File: src/rtl/frame_sequencer.sv
// Frame buffer scheduler: decodes host command bytes and grants the single frame
// buffer to either the pixel writer (capture) or the SPI readout path.
module frame_sequencer #(
    parameter int          ADDR_W         = 16,
    parameter logic [23:0] TIMEOUT_CYCLES = 24'd10_000_000,
    parameter int          RST_CYCLES     = 4
) (
    input  logic              clk,
    input  logic              reset,
    input  logic [7:0]        rx_data,
    input  logic              rx_valid,
    input  logic              cam_vsync,
    input  logic              writer_done,
    input  logic              writer_overflow,
    input  logic [ADDR_W-1:0] writer_stop_addr,
    input  logic              tx_done,
    output logic              writer_start,
    output logic              writer_abort,
    output logic              reader_reset,
    output logic              tx_start,
    output logic [1:0]        buf_owner,
    output logic [ADDR_W-1:0] frame_len,
    output logic              frame_valid,
    output logic [7:0]        status
);

    // state   | meaning
    // IDLE    | no activity, buffer unowned
    // ARM     | capture requested, waiting for camera vsync rising edge
    // CAPTURE | writer owns buffer, timeout counter running
    // READY   | complete frame held, buffer unowned
    // RD_RST  | reader owns buffer, reader held in reset for RST_CYCLES
    // READOUT | SPI transmit in progress
    typedef enum logic [2:0] {
        S_IDLE    = 3'd0,
        S_ARM     = 3'd1,
        S_CAPTURE = 3'd2,
        S_READY   = 3'd3,
        S_RD_RST  = 3'd4,
        S_READOUT = 3'd5
    } state_t;

    localparam logic [7:0] CMD_CAPTURE = 8'h01;
    localparam logic [7:0] CMD_READ    = 8'h02;
    localparam logic [7:0] CMD_ABORT   = 8'h03;

    localparam logic [3:0] ERR_NONE     = 4'd0;
    localparam logic [3:0] ERR_UNKNOWN  = 4'd1;
    localparam logic [3:0] ERR_NO_FRAME = 4'd2;
    localparam logic [3:0] ERR_BUSY     = 4'd3;
    localparam logic [3:0] ERR_OVF      = 4'd4;
    localparam logic [3:0] ERR_TIMEOUT  = 4'd5;

    localparam logic [1:0] OWN_NONE   = 2'b00;
    localparam logic [1:0] OWN_WRITER = 2'b01;
    localparam logic [1:0] OWN_READER = 2'b10;

    localparam logic [7:0] RST_LOAD = 8'(RST_CYCLES - 1);

    state_t              state_q;
    logic [3:0]          err_q;
    logic [23:0]         tmo_cnt_q;
    logic [7:0]          rst_cnt_q;
    logic                vsync_q;
    logic                writer_start_q;
    logic                writer_abort_q;
    logic                reader_reset_q;
    logic                tx_start_q;
    logic [1:0]          buf_owner_q;
    logic [ADDR_W-1:0]   frame_len_q;
    logic                frame_valid_q;

    logic cmd_capture, cmd_read, cmd_abort, cmd_unknown, vsync_rise;

    assign cmd_capture = rx_valid && (rx_data == CMD_CAPTURE);
    assign cmd_read    = rx_valid && (rx_data == CMD_READ);
    assign cmd_abort   = rx_valid && (rx_data == CMD_ABORT);
    assign cmd_unknown = rx_valid && !cmd_capture && !cmd_read && !cmd_abort;
    assign vsync_rise  = cam_vsync && !vsync_q;

    always_ff @(posedge clk or negedge reset) begin
        if (!reset) begin
            state_q        <= S_IDLE;
            err_q          <= ERR_NONE;
            tmo_cnt_q      <= '0;
            rst_cnt_q      <= '0;
            vsync_q        <= 1'b0;
            writer_start_q <= 1'b0;
            writer_abort_q <= 1'b0;
            reader_reset_q <= 1'b1;
            tx_start_q     <= 1'b0;
            buf_owner_q    <= OWN_NONE;
            frame_len_q    <= '0;
            frame_valid_q  <= 1'b0;
        end else begin
            vsync_q        <= cam_vsync;
            writer_start_q <= 1'b0;
            writer_abort_q <= 1'b0;
            tx_start_q     <= 1'b0;
            if (cmd_abort) begin
                // Abort outranks every coinciding writer/transmit event
                writer_abort_q <= (state_q == S_CAPTURE);
                state_q        <= S_IDLE;
                frame_valid_q  <= 1'b0;
                buf_owner_q    <= OWN_NONE;
                err_q          <= ERR_NONE;
                reader_reset_q <= 1'b1;
            end else begin
                if (cmd_unknown)
                    err_q <= ERR_UNKNOWN;
                case (state_q)
                    S_IDLE: begin
                        if (cmd_capture) begin
                            err_q   <= ERR_NONE;
                            state_q <= S_ARM;
                        end else if (cmd_read) begin
                            err_q <= ERR_NO_FRAME;
                        end
                    end
                    S_ARM: begin
                        if (cmd_read)
                            err_q <= ERR_BUSY;
                        if (vsync_rise) begin
                            writer_start_q <= 1'b1;
                            buf_owner_q    <= OWN_WRITER;
                            tmo_cnt_q      <= '0;
                            state_q        <= S_CAPTURE;
                        end
                    end
                    S_CAPTURE: begin
                        tmo_cnt_q <= tmo_cnt_q + 24'd1;
                        if (cmd_capture || cmd_read)
                            err_q <= ERR_BUSY;
                        if (writer_done) begin
                            frame_len_q   <= writer_stop_addr;
                            frame_valid_q <= 1'b1;
                            buf_owner_q   <= OWN_NONE;
                            state_q       <= S_READY;
                        end else if (writer_overflow) begin
                            err_q          <= ERR_OVF;
                            writer_abort_q <= 1'b1;
                            frame_valid_q  <= 1'b0;
                            buf_owner_q    <= OWN_NONE;
                            state_q        <= S_IDLE;
                        end else if (tmo_cnt_q == TIMEOUT_CYCLES - 24'd1) begin
                            err_q          <= ERR_TIMEOUT;
                            writer_abort_q <= 1'b1;
                            frame_valid_q  <= 1'b0;
                            buf_owner_q    <= OWN_NONE;
                            state_q        <= S_IDLE;
                        end
                    end
                    S_READY: begin
                        if (cmd_read) begin
                            err_q          <= ERR_NONE;
                            buf_owner_q    <= OWN_READER;
                            reader_reset_q <= 1'b0;
                            rst_cnt_q      <= RST_LOAD;
                            state_q        <= S_RD_RST;
                        end else if (cmd_capture) begin
                            frame_valid_q <= 1'b0;
                            err_q         <= ERR_NONE;
                            state_q       <= S_ARM;
                        end
                    end
                    S_RD_RST: begin
                        if (rst_cnt_q == 8'd0) begin
                            reader_reset_q <= 1'b1;
                            tx_start_q     <= 1'b1;
                            state_q        <= S_READOUT;
                        end else begin
                            rst_cnt_q <= rst_cnt_q - 8'd1;
                        end
                    end
                    S_READOUT: begin
                        if (cmd_capture || cmd_read)
                            err_q <= ERR_BUSY;
                        if (tx_done) begin
                            buf_owner_q <= OWN_NONE;
                            state_q     <= S_READY;
                        end
                    end
                    default: state_q <= S_IDLE;
                endcase
            end
        end
    end

    assign writer_start = writer_start_q;
    assign writer_abort = writer_abort_q;
    assign reader_reset = reader_reset_q;
    assign tx_start     = tx_start_q;
    assign buf_owner    = buf_owner_q;
    assign frame_len    = frame_len_q;
    assign frame_valid  = frame_valid_q;
    assign status       = {frame_valid_q, state_q, err_q};

endmodule

File: config.mk
export PLATFORM = sky130hd
export DESIGN_NAME = frame_sequencer
export DESIGN_NICKNAME = d
export VERILOG_FILES = /design/src/rtl/frame_sequencer.sv
export SDC_FILE = /design/constraint.sdc
export NUM_CORES = 1
export LEC_CHECK = 0
export CORE_MARGIN = 3
export CORE_UTILIZATION = 52
export CTS_CLUSTER_DIAMETER = 200
export DETAILED_ROUTE_END_ITERATION = 7
export GPL_TIMING_DRIVEN = 0
export PLACE_DENSITY = 0.81
export SLEW_MARGIN = 20
export SYNTH_ARGS = -nofsm -noshare
export SYNTH_HDL_FRONTEND = slang
export SYNTH_SLANG_ARGS = --single-unit
File: constraint.sdc
create_clock -name clk -period 2.61 [get_ports clk]
set_input_delay 0.522 -clock clk [delete_from_list [all_inputs] [get_ports clk]]
set_output_delay 0.522 -clock clk [all_outputs]
set_load 0.03 [all_outputs]
Word level (Yosys, flattened, before mapping)
Index checks and enable logic that the tools add are counted.
Word-level totals
  word-level logic and storage cells: 117
  input bits: 31
  register bits after elaboration: 63
  output and inout bits: 31
Cells by class
  reduce and logical (&&, ||, !) cells: 26
  bitwise gates (word level): 1
  add/subtract/negate cells: 2
  equal/unequal tests: 19
  multiplexer cells: 57
Operator list (number)
  24-bit case mux with 2 select lines: 1
  4-bit 2-to-1 mux: 11
  3-bit 2-to-1 mux: 9
  24-bit by 1-bit adder with 24-bit output, second input constant: 1
  24-bit equality test, second input constant: 1
  24-bit 2-to-1 mux: 1
  1-bit 2-to-1 mux: 20
  4-bit case mux with 5 select lines: 1
  3-bit != test, second input constant: 6
  3-bit case mux with 6 select lines: 1
  8-bit by 2-bit equality test with 1-bit output, second input constant: 2
  8-bit 2-to-1 mux: 2
  8-bit case mux with 2 select lines: 1
  2-bit 2-to-1 mux: 7
  4-bit AND reduction: 3
  3-bit AND reduction: 3
  8-bit by 1-bit equality test with 1-bit output, second input constant: 1
  8-bit zero test: 1
  2-bit case mux with 4 select lines: 1
  8-bit by 1-bit subtractor with 8-bit output, second input constant: 1
  1-bit logical AND: 7
  3-bit by 2-bit equality test with 1-bit output, second input constant: 2
  3-bit equality test, second input constant: 2
  2-bit != test, second input constant: 3
  other kinds (11): 17

Depth between registers and ports, before layout
Gate-level depths: netlist of the first run.
  depth in word-level cells: 13
  gate-level depth with buffers: 8
  mapped depth without buffers: 7

Least setup slack after synthesis of the first run
No wires, ideal clock.
  kind: register to register
  from: register state_q[1]
  to: register frame_len_q[0] (netlist: frame_len[0])
  path slack: 341 ps
  cell stages (with the launch flop): 8
  path buffers: 3
  arrival time: 2144 ps
  required time: 2485 ps
  path through: dfrtp_1 buf_2 or3b_2 clkbuf_1 nor2_1 nand2_2 buf_2 mux2_2
On the way
  longest elaborated chain between the ends: 2
RTL lines
  start: declaration: line 60  | state_t state_q;
  start signal: assignment: line 83  | state_q <= S_IDLE;
  start signal: assignment: line 103  | state_q <= S_IDLE;
  start signal: assignment: line 115  | state_q <= S_ARM;
  3-bit by 2-bit equality test with 1-bit output: line 111  | case (state_q)
  3-bit AND reduction (no source line)
  end signal: assignment: line 135  | frame_len_q <= writer_stop_addr;
  end: declaration: line 70  | logic [ADDR_W-1:0] frame_len_q;
Every way passes these cells.
A chain may end at the register's enable or synchronous reset.

Final worst setup path of the first run
  from: input port rx_data[3]
  to: register tmo_cnt_q[3]
On the way
  longest elaborated chain between the ends: 4
RTL lines
  start: declaration: line 10  | input logic [7:0] rx_data,
  8-bit by 2-bit equality test with 1-bit output: line 77  | assign cmd_abort = rx_valid && (rx_data == CMD_ABORT);
  1-bit logical AND: line 77
  1-bit inverter (no source line)
  3-bit AND reduction (no source line)
  end signal: assignment: line 131  | tmo_cnt_q <= tmo_cnt_q + 24'd1;
  end: declaration: line 62  | logic [23:0] tmo_cnt_q;
Every way passes these cells.

==> flow_summary.json, run 1 <==
{
  "cts_buffers": 9,
  "clk_latency_ns": 0.33,
  "finalInstanceArea_mm2": 0.00435,
  "grt_pass1_vias": 3021,
  "cp_data_arrival_time_ns": 2.71,
  "p_int_mw": 2.42,
  "via_per_inst": 6.00,
  "synth-seq-area-share": 0.468,
  "utilization": 0.713,
  "design.portCount": 62,
  "drc": 0,
  "antenna_cells": 0,
  "worst_slack_ns": 0.151,
  "cellPowerDensity_mw_per_mm2": 880,
  "setup-violations-final": 0,
  "fillers": 468,
  "grt_pass1_wl_um": 14000,
  "vias": 3022,
  "gp_congestion": 0.859,
  "max_freq_mhz": 407,
  "maxSlewHeadroom": 0.443,
  "reg2reg_slack_ns": 0.21,
  "clk_path_buf_depth": 2,
  "core_mm2": 0.00610,
  "detail_route.first_pass.iterations": 5,
  "power_frac_comb": 0.415,
  "worstSetupPathType": "in2reg",
  "regToRegStartpoint": "state_q[2]$_DFFE_PN0P_",
  "syn_area_mm2": 0.00337,
  "synth_edf_count": 0,
  "h-tree-depth": 3,
  "avgRoutedWirePerCell_um": 16.5,
  "synth_async_sr_flop_share": 1.00,
  "syn_inst": 349,
  "grtUsageTotal": 0.236,
  "power_leakage_nw": 1.85,
  "synth-seq-cells": 63,
  "power_frac_seq": 0.353,
  "synth_area_per_cell_um2": 9.66,
  "grt_max_degree": 50,
  "reg2reg_depth": 7,
  "max_cap_violations": 0,
  "finalCritPeriodShare": 0.942,
  "placed_area_mm2": 0.00410,
  "drt_iter0_markers": 237,
  "num_rows": 28,
  "synth_nets": 382,
  "cp_data_required_time_ns": 2.86,
  "routed_wl_um": 8310,
  "grt-ovfl-total": 0,
  "fin_skew_ns": 0.00840,
  "cts_tree": "built",
  "syn_to_final_growth_pct": 28.9,
  "cts.sinks": 63,
  "die_y_um": 86.5,
  "dp_slack_ns": -0.440,
  "final_nets": 457,
  "post-route-min-period_ns": 2.46,
  "swShare": 0.368,
  "irDropWorstVdd_v": 0.000795,
  "synth_ff_type": "dfrtp_1",
  "cp-end-kind": "flop",
  "tightestPinTransition_ns": 0.824,
  "ant_nets": 0,
  "ys_types": 63,
  "tns_ns": 0,
  "clk_pin_slew_worst_paths_ns": 0.07,
  "portBuffers": 61,
  "drive_gt1_frac": 0.140,
  "die_x_um": 86.5,
  "status": "complete, no violations",
  "cp_max_fo": 10,
  "hp-class": "in2async",
  "r2r_end": "frame_len[1]$_DFFE_PN0P_",
  "cp-start-kind": "input port",
  "p_sw_mw": 1.41,
  "finalHoldViolCount": 0,
  "antenna_found_initial": 0,
  "pwr-share-clk": 0.232,
  "drv_slew": 0,
  "place_hpwl_um": 5970,
  "initial_core_util": 0.553,
  "rsz0062_at_grt": "no",
  "ctsRootBufferMaster": "clkbuf_8",
  "die-area_mm2": 0.00749,
  "ys_warn_count": 0
}
worst max path at each step:
stage	cells past startpoint	endpoint	slack, ns	start
floorplan	7	frame_len[0]$_DFFE_PN0P_	0.34	state_q[1]$_DFFE_PN0P_
global placement	1	rst_cnt_q[1]$_DFFE_PN0P_	-1.03	reset
detailed placement	7	tmo_cnt_q[22]$_DFFE_PN0P_	-0.44	rx_data[3]
CTS	7	frame_len[1]$_DFFE_PN0P_	0.04	rx_data[3]
global route	8	tmo_cnt_q[21]$_DFFE_PN0P_	0.01	rx_data[3]
finish	8	tmo_cnt_q[3]$_DFFE_PN0P_	0.15	rx_data[3]
power groups by stage:
stage	Combinational, mW	Sequential (mW)	Clock [mW]
final	1.59	1.35	0.886
after global routing	1.70	1.38	0.945
after CTS	1.59	1.35	0.900
after detailed placement	1.58	1.37	0
after global placement	1.55	1.35	0
after floorplan	0.631	1.69	0
cell usage in the layout, fill, tap and decap left out, types with 7 or more instances in the layout:
master           synthesis  final
nand3_1                 11     11
clkbuf_8                 0     12
clkbuf_1                12     12
a21oi_1                 20     20
xor2_1                  16     16
or3_1                    7      7
nor2_1                  29     27
o21ai_0                 15     15
nand2_1                 24     24
mux2_2                  16     16
inv_1                   15     15
clkdlybuf4s50_1          0     60
nand4_1                 14     14
dfrtp_1                 62     62
per-layer routing:
layer,share of wire,track usage,wire length [µm],vias to the layer above
li1,-,-,-,1430
met1,0.45,0.322,3720,1471
met2,0.46,0.361,3830,104
met3,0.070,0.0542,579,17
met4,0.021,0.106,176,0
met5,0,0,0,-
sequential cells by signal (all words and copies together) (netlist names), 2 cells and up:
name	cells
err_q	4
frame_len	16
buf_owner	2
rst_cnt_q	8
tmo_cnt_q	24
state_q	3
worst max-delay path, stage by stage:
cell	delay (ns)
clkdlybuf4s50_1	0.41
nor4_2	0.40
clkbuf_2	0.29
nand3_1	0.10
nor2_1	0.35
nor3_2	0.17
clkbuf_1	0.27
nor2_1	0.18
logic make-up (layout without fill, tap and decap cells):
group	Yosys count	in the layout	share of synthesized area
buf+inv	32	112	0.0382
xor+xnor	17	17	0.0442
compound gates	71	71	0.136
fa+ha+maj	3	3	0.0104
mux	17	17	0.0564
simple gates	146	146	0.247
flops	63	63	0.468
cells in the mapped netlist, drive strengths merged (9+ instances only):
cell type | instances | share of area
dfrtp | 62 | 0.46
nor2 | 29 | 0.032
nand2 | 25 | 0.029
a21oi | 21 | 0.032
o21ai | 17 | 0.025
mux2 | 16 | 0.053
nand4 | 16 | 0.033
xor2 | 16 | 0.042
inv | 15 | 0.017
clkbuf | 12 | 0.013
nand3 | 11 | 0.016
or3 | 9 | 0.019
metrics by stage:
stage	power (mW)	hold slack (ns)	instances
final	3.83	0.0419	504
after CTS	3.84	0.0370	504
after global placement	2.90	0.478	485
after floorplan	2.32	0.226	349
after global routing	4.02	0.0329	504
after detailed placement	2.94	0.401	486
final cells by class:
cell class / instances / area (µm²) / area share
clock buffer: 14 / 173 / 0.0397
inverter: 15 / 56.3 / 0.0130
multi-input combinational: 254 / 1680 / 0.387
tap: 75 / 93.8 / 0.0216
buffer: 17 / 75.1 / 0.0173
clock inverter: 2 / 37.5 / 0.00864
sequential: 63 / 1580 / 0.363
timing repair buffer: 64 / 651 / 0.150
repair_timing:
action / CTS / global route
resized for setup: 1 / 6
hold buffers: 0 / 0
setup buffers: 2 / 0
cloned: 0 / 0
setup endpoints to repair: 21 / 36
pin swaps: 1 / 0
No activity file was read; power rests on OpenSTA's default activity.
==> run 2: changes to the inputs <==
--- a/config.mk
+++ b/config.mk
@@ -5,7 +5,7 @@
 export SDC_FILE = /design/constraint.sdc
 export NUM_CORES = 1
 export LEC_CHECK = 0
-export CORE_MARGIN = 3
+export CORE_ASPECT_RATIO = 1.25
 export CORE_UTILIZATION = 52
 export CTS_CLUSTER_DIAMETER = 200
 export DETAILED_ROUTE_END_ITERATION = 7
==> run 2 against run 1 <==
Final cell count is 2.0% higher. Core utilization fell by 1.2 points. Critical path type unchanged. Via count down 1.3%. First-iteration DRC count grew 2.1%. Non-clock buffer count stayed put. Global-route usage grew 3.1 points. Critical endpoint is now frame_len[13]$_DFFE_PN0P_. Wire length is 1.6% higher. Largest cell class unchanged. Critical path depth is 1 lower. Register-to-register slack about the same. Flip-flop and latch count stayed put.
==> flow_summary.json, run 2 (synthesis results as in run 1) <==
{
  "fillers": 476,
  "via_per_inst": 5.80,
  "place_hpwl_um": 5940,
  "drv_slew": 0,
  "final_cells": 514,
  "use_met2": 0.423,
  "antenna_found_initial": 0,
  "grtUsageTotal": 0.268,
  "detail_route.first_pass.iterations": 5,
  "die_y_um": 92.0,
  "routed_wl_um": 8440,
  "cp-start-kind": "input port",
  "mostFrequentLayoutCells": "62 x dfrtp_1, 60 x clkdlybuf4s50_1, 27 x nor2_1, 24 x nand2_1, 20 x a21oi_1",
  "cts_tree": "built",
  "avgRoutedWirePerCell_um": 16.4,
  "max_stage_delay_ns": 0.42,
  "grt_pass1_wl_um": 13800,
  "grt-ovfl-total": 0,
  "max_freq_mhz": 411,
  "fin_skew_ns": 0.00780,
  "design.portCount": 62,
  "p_sw_mw": 1.44,
  "syn_to_final_growth_pct": 28.9,
  "tightestPinTransition_ns": 0.836,
  "ant_nets": 0,
  "p_total_mw": 3.82,
  "grt_pass1_vias": 2940,
  "vias": 2982,
  "clk_path_buf_depth": 2,
  "gp_congestion": 0.925,
  "drive_gt1_frac": 0.145,
  "power_leakage_nw": 1.85,
  "hold_buffers": 0,
  "h-tree-depth": 3,
  "drc": 0,
  "die-area_mm2": 0.00681,
  "irDropWorstVdd_v": 0.000680,
  "finalCritPeriodShare": 0.933,
  "cts_buffers": 9,
  "hp-class": "in2async",
  "initial_core_util": 0.543,
  "regMostFlops": "tmo_cnt_q",
  "tns_ns": 0,
  "place_inst": 496,
  "num_rows": 32,
  "power_frac_seq": 0.354,
  "pwr-share-clk": 0.232,
  "hold_ws_ns": 0.0730,
  "critPathSlowestCell": "clkdlybuf4s50_1",
  "antenna_cells": 0,
  "cp_data_required_time_ns": 2.83,
  "use_met1": 0.348,
  "rsz0062_at_grt": "no",
  "post-route-min-period_ns": 2.43,
  "status": "complete, no violations",
  "cp_max_fo": 10,
  "grt_max_degree": 42,
  "clk_pin_slew_worst_paths_ns": 0.07,
  "core_mm2": 0.00621,
  "cp_data_arrival_time_ns": 2.66,
  "p_int_mw": 2.39,
  "finalHoldViolCount": 0,
  "cp-end-kind": "flop",
  "crit_chain": "clkdlybuf4s50_1 > nor4_2 > and4_1 > nor2_2 > nand2_2 > buf_2 > mux2_2",
  "swShare": 0.376,
  "final_nets": 457,
  "largest_register_ff_count": 24,
  "grt_use_met3": 0.0582,
  "die_x_um": 74.0,
  "cellPowerDensity_mw_per_mm2": 879,
  "cts.sinks": 63,
  "portBuffers": 61,
  "layout_commonest_cell": "dfrtp_1",
  "ctsRootBufferMaster": "clkbuf_8",
  "grt.busiest_layer": "met2",
  "drt_iter0_markers": 242,
  "utilization": 0.701,
  "max_cap_violations": 0,
  "clk_latency_ns": 0.34,
  "setup-violations-final": 0,
  "power_frac_comb": 0.414,
  "worstSetupPathType": "in2reg",
  "maxSlewHeadroom": 0.435
}
[run 2: changes by cell type in the layout (fill, tap and decap cells not counted)]
cell and change:
clkinv_4 +1, buf_12 +1, clkbuf_8 -1, clkinv_2 +2, clkbuf_1 -2, buf_16 -1
[run 2: metal layers]
layer / vias up / wire length, µm
met5: - / 0
met4: 0 / 254
met3: 25 / 336
met2: 88 / 4270
met1: 1440 / 3580
li1: 1429 / -
[run 2: path summary, 6_finish.rpt]
path | startpoint | end | slack, ns | depth (start not counted)
setup reg to reg | state_q[2]$_DFFE_PN0P_ | frame_len[13]$_DFFE_PN0P_ | 0.21 | 7
setup / recovery | rx_data[3] | frame_len[13]$_DFFE_PN0P_ | 0.18 | 7
max in group asynchronous | reset | reader_reset$_DFFE_PN1P_ | 1.97 | 2
hold / removal | reset | err_q[0]$_DFF_PN0_ | 0.07 | 1
min in group clk | frame_len[9]$_DFFE_PN0P_ | frame_len[9]$_DFFE_PN0P_ | 0.51 | 1
hold reg to reg | frame_len[9]$_DFFE_PN0P_ | frame_len[9]$_DFFE_PN0P_ | 0.51 | 1
[run 2: timing repair]
| item | CTS | global route |
|---|---|---|
| gates cloned | 0 | 0 |
| setup buffers | 2 | 0 |
| gates resized for setup | 0 | 8 |
| endpoints found under the setup margin | 6 | 41 |
| pin swaps | 1 | 0 |
[run 2: metrics by stage]
step | instance area, µm² | setup slack [ns]
after CTS | 4330 | 0.0331
after detailed placement | 4110 | -0.377
after global routing | 4350 | 0.0513
after floorplan | 3370 | 0.341
final | 4350 | 0.176
after global placement | 4090 | -1.04
[run 2: layout make-up]
cell class,instances,area [µm²],area share
Tap cell,85,106,0.0245
Clock buffer,11,151,0.0348
Sequential cell,63,1580,0.363
Timing Repair Buffer,64,643,0.148
Inverter,15,56.3,0.0129
Clock inverter,5,56.3,0.0129
Multi-Input combinational cell,254,1680,0.387
Buffer,17,75.1,0.0173
[run 2: critical path, delay by kind of cell]
kind                   cells  cell delay, ns
muxes                      1            0.37
buffers and inverters      2            0.70
and+or+nand+nor            4            1.05
[run 2: power groups by stage]
stage          combinational, mW  sequential, mW  clock (mW)
2_1_floorplan              0.631            1.69           0
3_3_place_gp                1.55            1.36           0
3_5_place_dp                1.57            1.37           0
4_1_cts                     1.58            1.35       0.898
5_1_grt                     1.69            1.39       0.931
6_report                    1.58            1.35       0.886
==> patch 1 (settings of run 1) <==
Register the input `writer_stop_addr` before use. The logic sees it one clock later. The other inputs are not delayed to match.
--- a/src/rtl/frame_sequencer.sv
+++ b/src/rtl/frame_sequencer.sv
@@ -56,6 +56,12 @@
     localparam logic [1:0] OWN_READER = 2'b10;
 
     localparam logic [7:0] RST_LOAD = 8'(RST_CYCLES - 1);
+
+    logic [ADDR_W-1:0] writer_stop_addr_q;
+
+    always_ff @(posedge clk) begin
+        writer_stop_addr_q <= writer_stop_addr;
+    end
 
     state_t              state_q;
     logic [3:0]          err_q;
@@ -132,7 +138,7 @@
                         if (cmd_capture || cmd_read)
                             err_q <= ERR_BUSY;
                         if (writer_done) begin
-                            frame_len_q   <= writer_stop_addr;
+                            frame_len_q   <= writer_stop_addr_q;
                             frame_valid_q <= 1'b1;
                             buf_owner_q   <= OWN_NONE;
                             state_q       <= S_READY;
Behaviour: not the same (Yosys sat finds a counterexample within 4 cycles, from zero or initial values and one cycle with reset low).
==> patch 1 against run 1 <==
First-iteration DRC count rose by 1.7%; sequential cell count rose by 16; final cell count up 6.2%; sequential share of layout area is 4.2 points higher; global-route usage fell by 1.7 points; non-clock buffer count is 3 lower; synthesized area increased by 9.9%; total power grew 6.3%; register-to-register slack improved by 0.09 ns; routed wire length up 3.7%; worst setup slack got worse by 0.051 ns; cell area up 7.7%; highest routed layer unchanged.
==> patch 1: results (changes against run 1) <==
| Metric | Value |
|---|---|
| GR Util All Layers | `21.9% (was 23.6%)` |
| Synth Area in XOR/XNOR | `3.31% (was 4.42%)` |
| Clk Latency, worst-skew pair | `0.35 ns (was 0.33 ns)` |
| Slew headroom | `34.5% (was 44.3%)` |
| Largest cells by area after synthesis | `dfrtp_1 42%, dfxtp_1 8.6%, mux2_2 4.9%, nor2_1 2.9%, xor2_1 2.6% (was dfrtp_1 46%, mux2_2 5.3%, xor2_1 4.2%, nor2_1 3.2%, a21oi_1 3.0%)` |
| Average wire per standard cell | `16.1 um (was 16.5 um)` |
| Crit-path leading delay family | `buffers and inverters (was simple AND/OR/NAND/NOR gates)` |
| Syn_nets | `396 (was 382)` |
| Number of global-route vias before repair | `3,009 (was 3,021)` |
| HPWL after DPL | `6200 um (was 5970 um)` |
| Fraction of layout cells with a size suffix above 1 | `14.4% (was 14.0%)` |
| # fillers | `534 (was 468)` |
| Synth cell count leaders | `62 x dfrtp_1, 29 x nor2_1, 24 x nand2_1, 19 x a21oi_1 (was 62 x dfrtp_1, 29 x nor2_1, 24 x nand2_1, 20 x a21oi_1)` |
| Iter 0 DRT Violations | `241 (was 237)` |
| Critical path's largest stage delay | `0.53 ns (was 0.41 ns)` |
| R2R cell count | `6 (was 7)` |
| DRC | `0 (unchanged)` |
| Outcome | `finished clean (unchanged)` |
| Max reg flops | `24 (unchanged)` |
| Largest net degree at the start of global routing | `45 (was 50)` |
| Netlist cell types | `67 (was 63)` |
| WP buf/inv | `4 (was 3)` |
| Mux cell area share after synthesis | `4.86% (was 5.64%)` |
| Drt via density | `5.83 (was 6.00)` |
| Layout area overhead | `26.3% (was 28.9%)` |
| First-pass GRT wire length | `14,300 um (was 14,000 um)` |
| Placed cell areas | `0.00443 mm2 (was 0.00410 mm2)` |
| FFs w/ async S/R, synth | `79.7% (was 100%)` |
| Sequential area share after synthesis | `51.2% (was 46.8%)` |
| Gpl congestion | `0.903 (was 0.859)` |
| Leak pwr | `1.90 nW (was 1.85 nW)` |
| Hold Path Class | `input port to async pin (unchanged)` |
| Final Net Count | `467 (was 457)` |
| PortBufs | `58 (was 61)` |
| Post-synthesis adder-cell area fraction | `0.945% (was 1.04%)` |
| Setup WS pre-CTS | `-0.549 ns (was -0.440 ns)` |
| Max IR drop VDD | `0.000602 V (was 0.000795 V)` |
| CP max stage cell | `or4_1 (was clkdlybuf4s50_1)` |
| Clock skew | `0.00717 ns (was 0.00840 ns)` |
| Post-synthesis compound-gate area fraction | `15.2% (was 13.6%)` |
==> patch 1: cell count changes after synthesis, sizes merged, moves of 5 or more <==
cell,change
dfxtp,+16
nand4,-7
buf,+6
nand3,+6
clkbuf,-5
xor2,-5
==> patch 1: kinds of logic after synthesis <==
group | count (synthesis)
AOI/OAI and AO/OA | 82
xor gates and xnor gates | 14
adders and majority gates | 3
buffers and inverters | 29
DFF | 79
muxes | 16
and+or+nand+nor | 140
==> patch 1: through the flow <==
stage / hold slack, ns / cells / setup TNS [ns]
final: 0.0542 / 535 / 0
after detailed placement: 0.430 / 518 / -16.45
after global placement: 0.440 / 517 / -82.29
after CTS: 0.0515 / 535 / 0
after floorplan: 0.226 / 363 / 0
after global routing: 0.0505 / 535 / 0
==> patch 1: per-layer routing <==
metal  GRT usage (%)  up-vias  share of wire (%)
met5               0        -                  0
met1            28.4     1507                 42
li1                -     1473                  -
met2            35.6      128                 49
met3            6.25       13                8.6
met4            7.14        0                1.1
==> patch 1: cell type report <==
type / count / share of cell area (%)
buffer: 18 / 2.14
clock buffer: 10 / 2.94
clock inverter: 6 / 1.50
inverter: 11 / 0.882
multi-input combinational: 255 / 36.4
sequential: 79 / 40.5
tap: 96 / 2.57
timing repair buffer: 60 / 13.1
==> patch 1: final timing paths <==
| path | slack (ns) | endpoint | from |
|---|---|---|---|
| worst max register to register | 0.30 | rst_cnt_q[4] | state_q[1] |
| worst min-delay path | 0.05 | err_q[1] | reset |
| worst max-delay path | 0.10 | rst_cnt_q[7] | rx_data[3] |
| max in group asynchronous | 2.06 | tmo_cnt_q[16] | reset |
| min in group clk | 0.46 | frame_len[6] | writer_stop_addr_q[6] |
| worst min register to register | 0.46 | frame_len[6] | writer_stop_addr_q[6] |
==> patch 1: what timing repair did <==
item | 4_1_cts | 5_1_grt
buffers inserted | 1 | 0
setup endpoints to repair | 13 | 14
resized for setup | 3 | 7
pin swaps | 1 | 0
==> patch 1: power by group <==
part	internal, mW	switching (mW)	total, mW
Clock	0.470	0.450	0.921
Combinational	0.671	0.872	1.54
Sequential	1.44	0.160	1.60
==> patch 2 (config.mk and constraints of run 1) <==
Without the edit above. `ADDR_W`: 16 -> 17.
--- a/src/rtl/frame_sequencer.sv
+++ b/src/rtl/frame_sequencer.sv
@@ -1,7 +1,7 @@
 // Frame buffer scheduler: decodes host command bytes and grants the single frame
 // buffer to either the pixel writer (capture) or the SPI readout path.
 module frame_sequencer #(
-    parameter int          ADDR_W         = 16,
+    parameter int          ADDR_W         = 17,
     parameter logic [23:0] TIMEOUT_CYCLES = 24'd10_000_000,
     parameter int          RST_CYCLES     = 4
 ) (
Interface: changed (resized frame_len and writer_stop_addr); port bits go from 62 to 64. No check against the original RTL was run, so the function may have changed too.
==> patch 2 against run 1 <==
Routed wire length up 6.1%; sequential cell count up 1; cell area rose by 2.3%; non-clock buffer count up 4; global-route usage increased by 0.21 points; worst setup slack got worse by 0.046 ns; maximum frequency shrank 1.8%; largest power group unchanged; synthesized area rose by 3.0%; first-iteration DRC count fell by 9.7%; total power is 2.3% higher.
==> patch 2: results (changes against run 1) <==
| Metric | Value |
|---|---|
| # fillers | `511 (was 468)` |
| Routing usage on met1 | `31.8% (was 32.2%)` |
| Ys Warns | `0 (unchanged)` |
| Met2 usage | `38.2% (was 36.1%)` |
| Metal-1 WL | `3910 um (was 3720 um)` |
| DR WL met3 | `439 um (was 579 um)` |
| Leak pwr | `1.82 nW (was 1.85 nW)` |
| DR vias | `3,152 (was 3,022)` |
| Reg2reg setup slack | `0.24 ns (was 0.21 ns)` |
| Comb pwr | `1.69 mW (was 1.59 mW)` |
| Placed cell areas | `0.00421 mm2 (was 0.00410 mm2)` |
| Psw | `1.49 mW (was 1.41 mW)` |
| Origin of the critical flop-to-flop path | `state_q[0] (was state_q[2])` |
| Max IR drop VDD | `0.000797 V (was 0.000795 V)` |
| Outcome | `finished clean (unchanged)` |
| Synth cell count leaders | `63 x dfrtp_1, 30 x nand2_1, 24 x nor2_1, 24 x o21ai_0, 22 x a21oi_1 (was 62 x dfrtp_1, 29 x nor2_1, 24 x nand2_1, 20 x a21oi_1)` |
| Number of global-route vias before repair | `3,040 (was 3,021)` |
| Largest cells by area after synthesis | `dfrtp_1 45%, mux2_2 5.5%, o21ai_0 3.5%, nand2_1 3.2%, a21oi_1 3.2% (was dfrtp_1 46%, mux2_2 5.3%, xor2_1 4.2%, nor2_1 3.2%, a21oi_1 3.0%)` |
| First-pass GRT wire length | `14,500 um (was 14,000 um)` |
| Syn_nets | `397 (was 382)` |
| Fraction of layout cells with a size suffix above 1 | `14.0% (about the same)` |
| Slew @ Worst Pin | `0.751 ns (was 0.824 ns)` |
| Sequential area share after synthesis | `46.1% (was 46.8%)` |
| Iter 0 DRT Violations | `214 (was 237)` |
| Met2 wire len | `4360 um (was 3830 um)` |
| Clock skew | `0.0103 ns (was 0.00840 ns)` |
| GR Util All Layers | `23.8% (was 23.6%)` |
| Largest net degree at the start of global routing | `54 (was 50)` |
| HPWL after DPL | `6230 um (was 5970 um)` |
| Sequential share of power | `35.0% (was 35.3%)` |
| Crit path DAT | `2.77 ns (was 2.71 ns)` |
| CP max stage cell | `or4_1 (was clkdlybuf4s50_1)` |
| Final WL | `8810 um (was 8310 um)` |
| Gpl congestion | `0.933 (was 0.859)` |
| N_diodes | `0 (unchanged)` |
[patch 2: what timing repair did]
action	in CTS	in global routing
setup buffers	2	0
pin swaps	1	0
gates resized for setup	1	8
hold buffers	0	0
setup endpoints to repair	10	16
[patch 2: worst max path at each step]
stage / slack (ns) / from / endpoint / cells after the start
after floorplan: 0.36 / rx_data[5] / frame_len[0] / 7
after global placement: -1.04 / reset / frame_len[6] / 1
after detailed placement: -0.44 / rx_data[5] / frame_len[3] / 8
after CTS: 0.11 / rx_data[6] / tmo_cnt_q[21] / 9
after global routing: 0.008 / rx_data[0] / frame_len[14] / 8
final: 0.11 / rx_data[6] / tmo_cnt_q[21] / 9
[patch 2: layout make-up]
cell class	instances	area, um2	area share [%]
buffer	21	98.8	2.22
clock buffer	11	141	3.18
clock inverter	5	56.3	1.27
inverter	13	48.8	1.10
multi-input combinational	265	1750	39.4
sequential	64	1600	36.1
tap	77	96.3	2.17
timing repair buffer	64	651	14.6
[patch 2: metrics by stage]
step           power (mW)  hold WS [ns]  std cells  worst slack (ns)  util (%)
3_3_place_gp         3.00         0.486        501             -1.04      65.1
3_5_place_dp         3.05         0.382        502            -0.441      65.5
4_1_cts              3.91        0.0235        520             0.111      68.8
2_1_floorplan        2.40         0.226        363             0.363         -
6_report             3.91        0.0292        520             0.106      69.2
5_1_grt              4.13        0.0183        520           0.00803      69.2
[patch 2: cells by family (layout without fill, tap and decap cells)]
group | after synthesis | in the layout | synth area share (%)
and+or+nand+nor | 149 | 149 | 24.7
AOI/OAI and AO/OA | 88 | 88 | 16.4
DFF | 64 | 64 | 46.1
buffers and inverters | 34 | 114 | 4.18
muxes | 18 | 18 | 5.80
xor gates and xnor gates | 8 | 8 | 2.02
adders and majority gates | 2 | 2 | 0.720
